**config.mk**
```make
export PLATFORM = sky130hd
export DESIGN_NAME = line_burst_adaptor_flat
export DESIGN_NICKNAME = d
export VERILOG_FILES = /design/src/rtl/line_burst_adaptor_pkg.sv /design/src/rtl/line_burst_adaptor_if.sv /design/src/rtl/line_burst_adaptor.sv /design/src/flat_wrapper.sv
export SDC_FILE = /design/constraint.sdc
export NUM_CORES = 1
export LEC_CHECK = 0
export CAP_MARGIN = 20
export CORE_AREA = 2 2 275 277
export DETAILED_ROUTE_END_ITERATION = 16
export DIE_AREA = 0 0 277 279
export PLACE_DENSITY_LB_ADDON = 0.08
export SLEW_MARGIN = 20
export SYNTH_ARGS = -nofsm -noshare
export SYNTH_HDL_FRONTEND = slang
export SYNTH_SLANG_ARGS = --single-unit
```
**constraint.sdc**
```tcl
create_clock -name clk -period 4 [get_ports clk]
set_input_delay 0.8 -clock clk [delete_from_list [all_inputs] [get_ports clk]]
set_output_delay 0.8 -clock clk [all_outputs]
set_load 0.02 [all_outputs]
```
**src/rtl/line_burst_adaptor_pkg.sv**
```systemverilog
// Shared types and constants for the L2 line to memory burst adaptor.
// Holds the FSM state enum, line/beat geometry and default watchdog limit.
package line_burst_pkg;
  typedef enum logic [1:0] {
    IDLE,
    READ,
    WRITE,
    DONE
  } burst_state_t;

  localparam int LINE_OFFSET_BITS = 5;
  localparam int LINE_WIDTH_DEF   = 256;
  localparam int BEAT_WIDTH_DEF   = 64;
  localparam int BEATS            = LINE_WIDTH_DEF / BEAT_WIDTH_DEF;
  localparam int BEAT_IDX_BITS    = $clog2(BEATS);
  localparam int TIMEOUT_DEF      = 1024;
endpackage

```
**src/rtl/line_burst_adaptor_if.sv**
```systemverilog
// Cache-side line interface and memory-side burst interface.
// line_err exists only when LINE_BURST_TIMEOUT_EN is defined.
interface line_if
  import line_burst_pkg::*;
#(
  parameter int LW = LINE_WIDTH_DEF
) ();
  logic          line_read;
  logic          line_write;
  logic [31:0]   line_address;
  logic [LW-1:0] line_wdata;
  logic [LW-1:0] line_rdata;
  logic          line_resp;
`ifdef LINE_BURST_TIMEOUT_EN
  logic          line_err;

  modport master (
    output line_read, line_write, line_address, line_wdata,
    input  line_rdata, line_resp, line_err
  );
  modport slave (
    input  line_read, line_write, line_address, line_wdata,
    output line_rdata, line_resp, line_err
  );
`else
  modport master (
    output line_read, line_write, line_address, line_wdata,
    input  line_rdata, line_resp
  );
  modport slave (
    input  line_read, line_write, line_address, line_wdata,
    output line_rdata, line_resp
  );
`endif
endinterface

interface burst_if
  import line_burst_pkg::*;
#(
  parameter int BW = BEAT_WIDTH_DEF
) ();
  logic [31:0]   burst_address;
  logic          burst_read;
  logic          burst_write;
  logic [BW-1:0] burst_wdata;
  logic [BW-1:0] burst_rdata;
  logic          burst_resp;

  modport master (
    output burst_address, burst_read, burst_write, burst_wdata,
    input  burst_rdata, burst_resp
  );
  modport slave (
    input  burst_address, burst_read, burst_write, burst_wdata,
    output burst_rdata, burst_resp
  );
endinterface

```
**src/rtl/line_burst_adaptor.sv**
```systemverilog
// Turns one L2 line request into a fixed burst of memory beats.
// Optional per-beat watchdog: define LINE_BURST_TIMEOUT_EN.
module line_burst_adaptor
  import line_burst_pkg::*;
#(
  parameter int LINE_WIDTH     = LINE_WIDTH_DEF,
  parameter int BEAT_WIDTH     = BEAT_WIDTH_DEF,
  parameter int TIMEOUT_CYCLES = TIMEOUT_DEF
) (
  input  logic     clk,
  input  logic     rst,
  line_if.slave    line,
  burst_if.master  burst
);
  localparam int NB = LINE_WIDTH / BEAT_WIDTH;
  localparam int KW = (NB > 1) ? $clog2(NB) : 1;

  burst_state_t          r_state;
  burst_state_t          w_next;
  logic [KW-1:0]         r_k;
  logic [31:0]           r_addr;
  logic [LINE_WIDTH-1:0] r_wdata;
  logic [LINE_WIDTH-1:0] r_rdata;
  logic                  w_busy;
  logic                  w_last;
  logic                  w_beat;
  logic                  w_accept;
  logic                  w_tmo;
  int                    w_off;

  assign w_busy   = (r_state == READ) || (r_state == WRITE);
  assign w_last   = (r_k == KW'(NB - 1));
  assign w_beat   = w_busy && burst.burst_resp;
  assign w_accept = (r_state == IDLE) &&
                    (line.line_read || line.line_write);
  assign w_off    = int'(r_k) * BEAT_WIDTH;

`ifdef LINE_BURST_TIMEOUT_EN
  localparam int WW = $clog2(TIMEOUT_CYCLES + 1);
  logic [WW-1:0] r_wdog;
  logic          r_err;

  assign w_tmo = w_busy && !burst.burst_resp &&
                 (r_wdog == WW'(TIMEOUT_CYCLES - 1));

  // Watchdog restarts on every beat and on state entry; error sticks until next request
  always_ff @(posedge clk) begin
    if (!rst) begin
      r_wdog <= '0;
      r_err  <= 1'b0;
    end else begin
      if (w_accept)
        r_err <= 1'b0;
      else if (w_tmo)
        r_err <= 1'b1;
      if (!w_busy || burst.burst_resp || w_tmo)
        r_wdog <= '0;
      else
        r_wdog <= r_wdog + WW'(1);
    end
  end
`else
  assign w_tmo = 1'b0;
`endif

  // State register
  always_ff @(posedge clk) begin
    if (!rst)
      r_state <= IDLE;
    else
      r_state <= w_next;
  end

  // Next state: write wins over read; burst ends on last beat or watchdog
  always_comb begin
    w_next = r_state;
    unique case (r_state)
      IDLE: begin
        if (line.line_write)
          w_next = WRITE;
        else if (line.line_read)
          w_next = READ;
      end
      READ, WRITE: begin
        if ((burst.burst_resp && w_last) || w_tmo)
          w_next = DONE;
      end
      DONE:    w_next = IDLE;
      default: w_next = IDLE;
    endcase
  end

  // Latch request, step beat index, deserialise read beats into the line
  always_ff @(posedge clk) begin
    if (!rst) begin
      r_k     <= '0;
      r_addr  <= '0;
      r_wdata <= '0;
      r_rdata <= '0;
    end else begin
      if (w_accept) begin
        r_addr <= {line.line_address[31:LINE_OFFSET_BITS],
                   {LINE_OFFSET_BITS{1'b0}}};
        if (line.line_write)
          r_wdata <= line.line_wdata;
      end
      if (w_beat)
        r_k <= r_k + KW'(1);
      else if (!w_busy)
        r_k <= '0;
      if (w_beat && (r_state == READ))
        r_rdata[w_off +: BEAT_WIDTH] <= burst.burst_rdata;
    end
  end

  // Outputs decoded from state; write beat selected by beat index
  always_comb begin
    burst.burst_read    = (r_state == READ);
    burst.burst_write   = (r_state == WRITE);
    burst.burst_address = r_addr;
    burst.burst_wdata   = '0;
    if (r_state == WRITE)
      burst.burst_wdata = r_wdata[w_off +: BEAT_WIDTH];
    line.line_rdata     = r_rdata;
    line.line_resp      = (r_state == DONE);
`ifdef LINE_BURST_TIMEOUT_EN
    line.line_err       = r_err;
`endif
  end
endmodule

```
**src/flat_wrapper.sv**
```systemverilog
// flat-port wrapper written by rule: the top's interface ports become plain ports
module line_burst_adaptor_flat import line_burst_pkg::*;
#(
  parameter int LINE_WIDTH     = LINE_WIDTH_DEF,
  parameter int BEAT_WIDTH     = BEAT_WIDTH_DEF,
  parameter int TIMEOUT_CYCLES = TIMEOUT_DEF
)
  (clk, rst, line_line_read, line_line_write, line_line_address, line_line_wdata, line_line_rdata, line_line_resp, burst_burst_address, burst_burst_read, burst_burst_write, burst_burst_wdata, burst_burst_rdata, burst_burst_resp);
  line_if #(.LW((256))) line_i ();
  burst_if #(.BW((64))) burst_i ();
  input  logic clk;
  input  logic rst;
  input wire logic [$bits(line_i.line_read)-1:0] line_line_read;
  input wire logic [$bits(line_i.line_write)-1:0] line_line_write;
  input wire logic [$bits(line_i.line_address)-1:0] line_line_address;
  input wire logic [$bits(line_i.line_wdata)-1:0] line_line_wdata;
  output wire logic [$bits(line_i.line_rdata)-1:0] line_line_rdata;
  output wire logic [$bits(line_i.line_resp)-1:0] line_line_resp;
  output wire logic [$bits(burst_i.burst_address)-1:0] burst_burst_address;
  output wire logic [$bits(burst_i.burst_read)-1:0] burst_burst_read;
  output wire logic [$bits(burst_i.burst_write)-1:0] burst_burst_write;
  output wire logic [$bits(burst_i.burst_wdata)-1:0] burst_burst_wdata;
  input wire logic [$bits(burst_i.burst_rdata)-1:0] burst_burst_rdata;
  input wire logic [$bits(burst_i.burst_resp)-1:0] burst_burst_resp;
  assign line_i.line_read = line_line_read;
  assign line_i.line_write = line_line_write;
  assign line_i.line_address = line_line_address;
  assign line_i.line_wdata = line_line_wdata;
  assign line_line_rdata = line_i.line_rdata;
  assign line_line_resp = line_i.line_resp;
  assign burst_burst_address = burst_i.burst_address;
  assign burst_burst_read = burst_i.burst_read;
  assign burst_burst_write = burst_i.burst_write;
  assign burst_burst_wdata = burst_i.burst_wdata;
  assign burst_i.burst_rdata = burst_burst_rdata;
  assign burst_i.burst_resp = burst_burst_resp;
  line_burst_adaptor #(.LINE_WIDTH(LINE_WIDTH), .BEAT_WIDTH(BEAT_WIDTH), .TIMEOUT_CYCLES(TIMEOUT_CYCLES)) u_core (.clk(clk), .rst(rst), .line(line_i), .burst(burst_i));
endmodule
```
==> flow_metrics.tcl, run 1 <==
set metrics [dict create \
    drive_above_1_share_pct 7.66 \
    die_h_um 279 \
    antenna_found_initial 12 \
    start_util_pct 28.8 \
    drt-initial-drc-count 1006 \
    clkSlewWorstSetupHoldPaths_ns 0.06 \
    drtPass1Iterations 5 \
    synth_area_per_cell_um2 9.39 \
    worst-setup-path-type "flop to primary output" \
    synthArstFlopShare_pct 0 \
    hold_viol 0 \
    crit_slowest_cell "dfxtp_4" \
    die_w_um 277 \
    syn-cell-area_mm2 0.0214 \
    cts_tree "done" \
    portBuffers 701 \
    grt_pass1_vias 19000 \
    synth_cell_types 38 \
    worstPathCellList "buf_4 > mux4_2 > and2_1 > clkdlybuf4s50_1" \
    p_per_area_mw_per_mm2 514 \
    cp.arrival_ns 2.91 \
    design_area_mm2 0.0312 \
    wire_per_inst_um 22.1 \
    final.setup_skew_ns 0.0357 \
    cp-start-kind "flop" \
    cap_violations 0 \
    clk_latency_ns 0.63 \
    grt_pass1_wl_um 128000 \
    cts_buffer_depth 3 \
    crit_fanout 26 \
    die_area_mm2 0.0773 \
    core_mm2 0.0741 \
    routed_wl_um 86300 \
    p_total_w 0.0160 \
    cts-resized-gates 0 \
    rsz0062_at_grt "false" \
    grt-ovfl-total 0 \
    synth-edff-count 0 \
    fin_nets 3240 \
    utilization_pct 42.1 \
    grt_usage_pct 21.7 \
    ys_seq_elements 543 \
    synth_cells 2275 \
    end_kind "primary output" \
    clock-sinks 543 \
    power.static_leakage_nw 11.0 \
    final.min_clock_period_ns 3.71 \
    h-tree-depth 3 \
    timing.fmax_mhz 269 \
    ctsRootBufferMaster "clkbuf_16" \
    grt_max_degree 231 \
    post-route-drc-count 0 \
    max_stage_delay_ns 0.70 \
    ir_drop_mv 0.405 \
    critPathRequiredTime_ns 3.20 \
    syn2layout_area_growth_pct 46.0 \
    num_io_pins 712 \
    vias 18700 \
    dpl.hpwl_um 59900 \
    cts_buffers 66 \
    yosysWarnings 0 \
    placed_cell_area_mm2 0.0290 \
    synth_ff_type "dfxtp_1" \
    n_fill_cell 7369 \
    postRouteAntennaNets 0 \
    hold_class "flop to flop" \
    instances_no_fill 3900 \
    setup_viol 0 \
    relSlewSlack_pct 26.9 \
    routabilityCongestion 0.816 \
    outcome "complete, no violations" \
    cts_setup_buffers 0 \
    slew_viol_final 0 \
    fp-row-count 100 \
    vias_per_cell 4.80 \
    holdBufCountCts 0 \
    ys_seq_area_share_pct 50.9 \
    dp_cells 3775 \
    setup_tns_ns 0 \
    worstMarginPinSlew_ns 1.10 \
    min_period_over_period_pct 92.8 \
]
-- Yosys cell counts (all sizes together) (2+ instances only) --
master  count  area share [%]
nor2        5            0.10
mux4       64             6.7
inv         4           0.070
nor3        2           0.070
o21ai      58             1.4
and2       66             1.9
clkbuf     88             1.5
ha          9            0.53
nand3      60             1.4
dfxtp     543              51
a22o       64             2.6
mux2i       3            0.14
nand2     755              13
and3        2           0.059
a32o       72             3.4
o22ai      64             1.9
a21boi    283             9.9
buf       122             3.6
-- report_power, final --
group	switching, W	internal, W
sequential	0.000346	0.00602
combinational	0.00208	0.00155
clock	0.00252	0.00352
total	0.00494	0.0111
-- worst max-delay path, delay by kind of cell (launching register included) --
kind / cells / cell delay [ns]
buf+inv: 2 / 0.90
flops: 1 / 0.70
mux: 1 / 0.51
simple gates: 1 / 0.19
-- cells by family after synthesis --
logic type	Yosys count	synth area share [%]
AO/OA/AOI/OAI	544	19.3
XOR/XNOR	1	0.0410
adder cells (fa/ha/maj)	9	0.527
buffers and inverters	214	5.20
flip-flops	543	50.9
multiplexers	67	6.89
other	1	0.0176
AND/OR/NAND/NOR	896	17.2
-- layer usage --
metal | wire, um | global-route usage, % | part of all wire (%)
met4 | 1670 | 6.09 | 1.9
met1 | 35600 | 25.9 | 41
met5 | 68 | 0 | 0.079
met3 | 6020 | 6.53 | 7.0
met2 | 42900 | 37.6 | 50
-- placed cells by master (no fill, tap or decap), drive strengths merged, types with 3 or more instances in the layout --
cell / Yosys / final
dfxtp: 543 / 543
and2: 66 / 66
o22ai: 64 / 64
nand2: 755 / 755
ha: 9 / 9
conb: 1 / 5
diode: 0 / 7
a32o: 72 / 72
inv: 4 / 9
o21ai: 58 / 58
a21boi: 283 / 283
bufinv: 0 / 3
clkinv: 0 / 16
nand3: 60 / 60
clkdlybuf4s50: 0 / 700
mux2i: 3 / 3
clkbuf: 88 / 92
nor2: 5 / 5
mux4: 64 / 64
a22o: 64 / 64
buf: 122 / 37
-- sequential cells by signal, indices dropped and copies added (netlist names) --
signal	cells
u_core.line.line_rdata	256
u_core.r_wdata	256
u_core.burst.burst_address	27
u_core.r_k	2
u_core.r_state	2
-- final cells by class --
cell class                      count  area (um2)  share of cell area (%)
Sequential cell                   543       10900                    34.9
Multi-Input combinational cell   1522        9440                    30.3
Timing Repair Buffer              737        7440                    23.9
Clock buffer                       92        1880                    6.03
Tap cell                          969        1210                    3.89
Clock inverter                     26         299                   0.959
Antenna cell                        7        17.5                  0.0562
Inverter                            4        15.0                  0.0481
-- path summary, 6_finish.rpt --
path	startpoint	end	slack (ns)	cells after the start
worst max-delay path	u_core.r_k[0]	burst_burst_wdata[19]	0.29	4
worst min-delay path	u_core.r_wdata[82]	u_core.r_wdata[82]	0.46	2
worst max register to register	u_core.r_k[0]	u_core.line.line_rdata[181]	1.13	6
worst min register to register	u_core.r_wdata[82]	u_core.r_wdata[82]	0.46	2
-- metrics by stage --
step / hold slack, ns / setup slack (ns)
6_report: 0.460 / 0.286
4_1_cts: 0.463 / 0.135
3_3_place_gp: 0.448 / 0.788
2_1_floorplan: 0.440 / 1.73
5_1_grt: 0.479 / 0.101
3_5_place_dp: 0.454 / 0.801
Power figures use the tool's default switching activity.
==> run 2: changes to the inputs <==
--- a/config.mk
+++ b/config.mk
@@ -6,9 +6,10 @@
 export NUM_CORES = 1
 export LEC_CHECK = 0
 export CAP_MARGIN = 20
-export CORE_AREA = 2 2 275 277
+export CORE_AREA = 2 2 273 275
+export CTS_CLUSTER_SIZE = 12
 export DETAILED_ROUTE_END_ITERATION = 16
-export DIE_AREA = 0 0 277 279
+export DIE_AREA = 0 0 275 277
 export PLACE_DENSITY_LB_ADDON = 0.08
 export SLEW_MARGIN = 20
 export SYNTH_ARGS = -nofsm -noshare
==> flow_metrics.tcl, run 2 (synthesis gave the netlist of run 1 again) <==
set metrics [dict create \
    p_sw_share_pct 30.4 \
    outcome "complete, no violations" \
    fp-row-count 100 \
    wl_met3_um 6900 \
    grt-ovfl-total 0 \
    end_kind "primary output" \
    max_stage_delay_ns 0.67 \
    crit_fanout 25 \
    cts_tree "done" \
    num_io_pins 712 \
    cts-resized-gates 0 \
    die_h_um 277 \
    final_common_cell "nand2_1" \
    dp_cells 3769 \
    fin_nets 3235 \
    mostFrequentLayoutCells "nand2_1, clkdlybuf4s50_1, dfxtp_1" \
    n_fill_cell 7165 \
    drive_above_1_share_pct 7.40 \
    pwr-share-clk_pct 37.4 \
    holdBufCountCts 0 \
    h-tree-depth 3 \
    vias 18700 \
    die_area_mm2 0.0762 \
    die_w_um 275 \
    wl_met2_um 41700 \
    start_util_pct 29.0 \
    clock-sinks 543 \
    clk_latency_ns 0.59 \
    cp-start-kind "flop" \
    cts_buffer_depth 3 \
    p_sw_w 0.00489 \
    postRouteAntennaNets 0 \
    p_total_w 0.0161 \
    grt_max_degree 259 \
    setup_tns_ns 0 \
    final.setup_skew_ns 0.0237 \
    power.static_leakage_nw 11.0 \
    placed_cell_area_mm2 0.0290 \
    design_area_mm2 0.0312 \
    grt_usage_pct 21.9 \
    cts_setup_buffers 0 \
    drtPass1Iterations 5 \
    setup_viol 0 \
    final.min_clock_period_ns 3.68 \
    p_int_w 0.0112 \
    routabilityCongestion 0.828 \
    clkSlewWorstSetupHoldPaths_ns 0.05 \
    portBuffers 701 \
    drt-initial-drc-count 996 \
    dr.max_layer_used "met5" \
    utilization_pct 42.5 \
    crit_slowest_cell "dfxtp_4" \
    vias_per_cell 4.81 \
    ctsRootBufferMaster "clkbuf_16" \
    wire_per_inst_um 22.2 \
    syn2layout_area_growth_pct 46.2 \
    comb_power_share_pct 23.0 \
    worstMarginPinSlew_ns 1.12 \
    rsz0062_at_grt "false" \
    grt_pass1_vias 18800 \
    ir_drop_mv 0.258 \
    post-route-drc-count 0 \
    p_seq_share_pct 39.6 \
    timing.fmax_mhz 271 \
    antenna_found_initial 21 \
    cp.arrival_ns 2.88 \
    slew_viol_final 0 \
    instances_no_fill 3899 \
    routed_wl_um 86500 \
    critPathRequiredTime_ns 3.20 \
    min_period_over_period_pct 92.1 \
    hold_viol 0 \
    wl_met1_um 34900 \
    hold_class "flop to flop" \
    relSlewSlack_pct 25.1 \
    p_per_area_mw_per_mm2 515 \
    worstPathCellList "buf_12 > mux4_2 > and2_1 > clkdlybuf4s50_1" \
    cts_buffers 67 \
    worst-setup-path-type "flop to primary output" \
    dpl.hpwl_um 59700 \
    core_mm2 0.0736 \
    grt_pass1_wl_um 125000 \
    cap_violations 0 \
]
## run 2: through the flow
stage               setup slack [ns]  hold slack (ns)
finish                         0.316            0.464
CTS                            0.172            0.463
global placement               0.837            0.445
floorplan                       1.73            0.440
detailed placement             0.834            0.456
global route                   0.127            0.478
## run 2: layout make-up
type                    instances  area (um2)  share of cell area, %
well taps                     969        1210                   3.88
flip-flops and latches        543       10900                   34.8
inverters                       4        15.0                 0.0481
repair buffers                731        7480                   24.0
clock inverters                22         226                  0.725
clock buffers                  96        1950                   6.23
diodes                         12        30.0                 0.0961
multi-input cells            1522        9440                   30.2
## run 2: routing by layer
layer | up-vias | global-route usage (%)
li1 | 9003 | -
met1 | 9041 | 25.9
met2 | 530 | 36.3
met3 | 146 | 7.17
met4 | 16 | 8.70
met5 | - | 0
## run 2: worst max-delay path, delay by kind of cell (launching register included)
family	cells	cell delay (ns)
and+or+nand+nor	1	0.21
buffers and inverters	2	0.87
DFF	1	0.67
muxes	1	0.53
## run 2: path summary, 6_finish.rpt
check | cells past startpoint | start | slack [ns] | to
hold reg to reg | 2 | u_core.burst.burst_address[8] | 0.46 | u_core.burst.burst_address[8]
setup / recovery | 4 | u_core.r_k[0] | 0.32 | burst_burst_wdata[0]
hold / removal | 2 | u_core.burst.burst_address[8] | 0.46 | u_core.burst.burst_address[8]
setup reg to reg | 6 | u_core.r_k[1] | 1.10 | u_core.line.line_rdata[151]
## run 2: power by group through the flow
stage	sequential [W]	combinational [W]	clock (W)
6_report	0.00637	0.00370	0.00602
3_3_place_gp	0.00645	0.00372	0
5_1_grt	0.00644	0.00407	0.00641
4_1_cts	0.00637	0.00378	0.00621
3_5_place_dp	0.00648	0.00377	0
2_1_floorplan	0.00651	0.00214	0
